$ cat src/rtl/vga_timing_ctrl.sv
// VGA raster timing: pixel-rate divider, h/v counters and registered bright/hsync/vsync.
// Run/stop requests only take effect at frame boundaries, so frames are never truncated.
module vga_timing_ctrl #(
    parameter int CLK_DIV     = 2,
    parameter int H_FP        = 16,
    parameter int H_SYNC      = 96,
    parameter int H_BP        = 48,
    parameter int H_ACT       = 640,
    parameter int V_FP        = 10,
    parameter int V_SYNC      = 2,
    parameter int V_BP        = 29,
    parameter int V_ACT       = 480,
    parameter int SYNC_ACTIVE = 0
) (
    input  logic       clk,
    input  logic       rst_n,
    input  logic       en,
    output logic [9:0] h_count,
    output logic [9:0] v_count,
    output logic       bright,
    output logic       hsync,
    output logic       vsync,
    output logic       pix_tick,
    output logic       frame_start,
    output logic       busy
);

    localparam int H_TOTAL = H_FP + H_SYNC + H_BP + H_ACT;
    localparam int V_TOTAL = V_FP + V_SYNC + V_BP + V_ACT;
    localparam int DIV_W   = (CLK_DIV > 1) ? $clog2(CLK_DIV) : 1;

    localparam logic [DIV_W-1:0] DIV_LAST = DIV_W'(CLK_DIV - 1);

    localparam logic [9:0] H_LAST    = 10'(H_TOTAL - 1);
    localparam logic [9:0] H_SYNC_LO = 10'(H_FP);
    localparam logic [9:0] H_SYNC_HI = 10'(H_FP + H_SYNC - 1);
    localparam logic [9:0] H_ACT_LO  = 10'(H_FP + H_SYNC + H_BP);
    localparam logic [9:0] V_LAST    = 10'(V_TOTAL - 1);
    localparam logic [9:0] V_SYNC_LO = 10'(V_FP);
    localparam logic [9:0] V_SYNC_HI = 10'(V_FP + V_SYNC - 1);
    localparam logic [9:0] V_ACT_LO  = 10'(V_FP + V_SYNC + V_BP);

    localparam logic SYNC_ON = (SYNC_ACTIVE != 0);

    typedef enum logic [1:0] {
        IDLE     = 2'd0,
        RUN      = 2'd1,
        STOPPING = 2'd2
    } state_t;

    state_t           state;
    state_t           state_nxt;
    logic [DIV_W-1:0] div_cnt;
    logic [DIV_W-1:0] div_nxt;
    logic [9:0]       h_nxt;
    logic [9:0]       v_nxt;
    logic             h_wrap;
    logic             frame_end;
    logic             frame_start_nxt;
    logic             bright_nxt;
    logic             hsync_nxt;
    logic             vsync_nxt;

    function automatic logic in_range(input logic [9:0] val,
                                      input logic [9:0] lo,
                                      input logic [9:0] hi);
        return (val >= lo) && (val <= hi);
    endfunction

    assign busy     = (state != IDLE);
    assign pix_tick = (state != IDLE) && (div_cnt == DIV_LAST);
    assign h_wrap   = (h_count == H_LAST);
    assign frame_end = pix_tick && h_wrap && (v_count == V_LAST);

    always_comb begin
        state_nxt       = state;
        div_nxt         = div_cnt;
        h_nxt           = h_count;
        v_nxt           = v_count;
        frame_start_nxt = 1'b0;

        case (state)
            IDLE: begin
                if (en) begin
                    state_nxt       = RUN;
                    frame_start_nxt = 1'b1;
                end
            end
            RUN: begin
                // A wrap while running always opens a new frame, even if a stop was just requested.
                if (frame_end) frame_start_nxt = 1'b1;
                if (!en) state_nxt = STOPPING;
            end
            STOPPING: begin
                if (en) state_nxt = RUN;
                else if (frame_end) state_nxt = IDLE;
            end
            default: state_nxt = IDLE;
        endcase

        if (state == IDLE) begin
            div_nxt = '0;
            h_nxt   = '0;
            v_nxt   = '0;
        end else begin
            div_nxt = pix_tick ? '0 : div_cnt + 1'b1;
            if (pix_tick) begin
                h_nxt = h_wrap ? 10'd0 : h_count + 10'd1;
                if (h_wrap) v_nxt = (v_count == V_LAST) ? 10'd0 : v_count + 10'd1;
            end
        end

        // Decoded from next-state counts so the registered flags line up with the counters.
        bright_nxt = (state_nxt != IDLE) && in_range(h_nxt, H_ACT_LO, H_LAST)
                     && in_range(v_nxt, V_ACT_LO, V_LAST);
        hsync_nxt  = ((state_nxt != IDLE) && in_range(h_nxt, H_SYNC_LO, H_SYNC_HI))
                     ? SYNC_ON : ~SYNC_ON;
        vsync_nxt  = ((state_nxt != IDLE) && in_range(v_nxt, V_SYNC_LO, V_SYNC_HI))
                     ? SYNC_ON : ~SYNC_ON;
    end

    always_ff @(posedge clk) begin
        if (!rst_n) begin
            state       <= IDLE;
            div_cnt     <= '0;
            h_count     <= '0;
            v_count     <= '0;
            bright      <= 1'b0;
            hsync       <= ~SYNC_ON;
            vsync       <= ~SYNC_ON;
            frame_start <= 1'b0;
        end else begin
            state       <= state_nxt;
            div_cnt     <= div_nxt;
            h_count     <= h_nxt;
            v_count     <= v_nxt;
            bright      <= bright_nxt;
            hsync       <= hsync_nxt;
            vsync       <= vsync_nxt;
            frame_start <= frame_start_nxt;
        end
    end

endmodule

$ cat config.mk
export PLATFORM = sky130hd
export DESIGN_NAME = vga_timing_ctrl
export DESIGN_NICKNAME = d
export VERILOG_FILES = /design/src/rtl/vga_timing_ctrl.sv
export SDC_FILE = /design/constraint.sdc
export NUM_CORES = 1
export LEC_CHECK = 0
export ABC_AREA = 1
export BUFFER_PORTS_ARGS = -buffer_cell sky130_fd_sc_hd__buf_2
export CORE_MARGIN = 2
export CORE_UTILIZATION = 45
export DETAILED_ROUTE_END_ITERATION = 7
export PLACE_DENSITY = 0.66
export RECOVER_POWER = 50
export SYNTH_ARGS = -nofsm -noshare
export SYNTH_HDL_FRONTEND = slang
export SYNTH_SLANG_ARGS = --single-unit
$ cat constraint.sdc
create_clock -name clk -period 2.88 [get_ports clk]
set_input_delay 0.576 -clock clk [delete_from_list [all_inputs] [get_ports clk]]
set_output_delay 0.576 -clock clk [all_outputs]
set_load 0.05 [all_outputs]
==> impl_metrics.ini <==
[setup_path]
slowest_delay_ps = 480
path_delay_family = simple AND/OR/NAND/NOR gates
slowest_stage = dfxtp_1
path_max_fanout = 11
crit_arrival_ps = 2340
required_ps = 3050
crit_type = flop to flop
path_cells = nor2_4, inv_1, nand2_1, nor3b_1, o21ai_1, nand2_1, nand3_1, nor2_1, nand3_1
rrSetupSlack_ps = 710
critPathCaptureType = flop
critPathBufInv = 1
start_kind = flop

[synth]
synth_seq_area_share = 0.2988
netlist_area_mm2 = 0.001809
synth_cell_types = 33
synthFlopType = dfxtp_1
synth_most_common_cell = nand2_1
yosysWarnings = 0
synth-edff-count = 0
synth.avg_cell_area_um2 = 6.393
async_reset_ff_frac = 0
yosysTopAreaCell = dfxtp_1
netlist_top_cells_area = dfxtp_1, nand2_1, nor2_1
netlist_instances = 283
ys_seq_elements = 27
syn_nets = 289
synthTopCellsByCount = nand2_1, nor2_1, inv_1
netlist.area_leader.share = 0.2988

[clocking]
insertion_delay_ps = 280
post_cts_buffers = 0
cts_buffers = 3
htree_levels = 1
clk_pin_slew_ps = 110
hold_buffers = 0
cts.sinks = 27
cts_max_path_buffers = 2
cts_resized = 0
cts-root-buf = clkbuf_8
cts_tree = built

[grt]
grt_max_degree = 17
antenna_found_initial = 0
grt.total_usage = 0.2078
grt_pass1_wl_um = 7169
grt-ovfl-total = 0
grt_pass1_vias = 1609

[route]
drc = 0
drt-vias-per-instance = 4.997
drt-total-wl_um = 4367
routedWlPerCell_um = 12.03
ant_nets = 0
num_vias = 1814
drtIter0Drc = 108
firstDrtPassIters = 5

[floorplanning]
initial_core_util = 0.4589
rows = 23
fp.dieH_um = 67.41
io_pins = 29
coreArea_mm2 = 0.003943
die_w_um = 67.41
dieArea_mm2 = 0.004543

[finish]
num-nets-final = 320
finalNonFillerCells = 363
post-route-cell-area_mm2 = 0.002009
insertedDiodeCount = 0
utilization = 0.5097
fillers = 424
drive_gt1_frac = 0.1374
area_growth_pct = 11.07

[pwr]
power.density_mw_per_mm2 = 330.2
vdd_drop_max_mv = 0.2583
total_power_mw = 0.6634
p_leak_nw = 0.9493

[timing]
fin_crit_sh = 0.7544
finalCriticalPeriod_ps = 2173
fin_worst_skew_ps = 7.660
finalHoldViolations = 0
setup-tns-final_ps = 0
rsz0062_at_grt = false
slew_headroom = 0.5990
finalWorstSetupSlack_ps = 707.4
maxSlewViolCount = 0
setup_violations = 0
fmax_mhz = 460.3
holdWs_ps = 514.6
worst_pin_slew_ps = 604.0

[placement]
place_area_mm2 = 0.001987
pre_cts_slack_ps = 728.3
dp.cells = 359
hpwlAfterDp_um = 3486
gp_congestion = 0.8870
port-buffer-count = 28

[hold_path]
hold_class = flop to flop

[flow_run]
maxCapViolCount = 0

[outcome]
status = completed
-- where the power goes --
group | leakage, nW | internal (mW) | switching [mW]
logic | 0.709 | 0.00984 | 0.0387
clock network | 0.0217 | 0.0984 | 0.135
registers | 0.218 | 0.377 | 0.00489
-- path summary, 6_finish.rpt --
kind | start | to | cells after the start
setup / recovery | state[0] | vsync | 9
hold / removal | div_cnt | div_cnt | 1
setup reg to reg | state[0] | vsync | 9
hold reg to reg | div_cnt | div_cnt | 1
-- cells in the final DEF, fill, tap and decap left out, types with 2 or more instances in the layout --
cell	count
clkbuf_1	19
inv_2	3
nor2_1	45
nor3_1	4
buf_2	9
clkinv_1	2
clkbuf_8	3
o21ai_0	6
ha_1	3
nor2_2	12
a21oi_1	4
o31ai_1	2
nand3_1	31
inv_1	36
nand4_1	6
nand3_2	2
o211ai_1	2
dfxtp_1	27
nand2_1	73
nor2_8	2
a211oi_1	2
o21ai_1	3
nand2_2	5
-- cells by family after synthesis --
| kind of cell | Yosys count | share of synthesized area |
|---|---|---|
| buf+inv | 44 | 0.1037 |
| fa+ha+maj | 3 | 0.02075 |
| simple gates | 186 | 0.4979 |
| compound gates | 22 | 0.07399 |
| flops | 27 | 0.2988 |
| xor+xnor | 1 | 0.004842 |
-- flip-flops by register name, summed over array words and instances (netlist names) --
| name | flops |
|---|---|
| h_count | 10 |
| state | 2 |
| frame_start | 1 |
| vsync | 1 |
| div_cnt | 1 |
| bright | 1 |
| v_count | 10 |
| hsync | 1 |
-- worst register-to-register path: cells and delay by family (launching register included) --
kind | cells | cell delay, ps
and+or+nand+nor | 7 | 1100
DFF | 1 | 480
buffers and inverters | 1 | 340
AOI/OAI and AO/OA | 1 | 130
-- cell type report --
| class | instances | area (um^2) | area share |
|---|---|---|---|
| clock inverter | 1 | 7.507 | 0.003736 |
| inverter | 42 | 162.7 | 0.08095 |
| clock buffer | 3 | 41.29 | 0.02055 |
| tap | 50 | 62.56 | 0.03113 |
| timing repair buffer | 28 | 116.4 | 0.05791 |
| multi-input combinational | 212 | 1079 | 0.5367 |
| sequential | 27 | 540.5 | 0.2690 |
-- metal layers --
metal	share of wire	up-vias	global-route usage	routed length [um]
met5	0	-	0	0
met3	0.049	6	0.02833	213
met1	0.51	806	0.3003	2209
met2	0.43	42	0.3205	1884
met4	0.014	0	0.06122	59
li1	-	960	-	-
(Power assumes the default switching activity.)
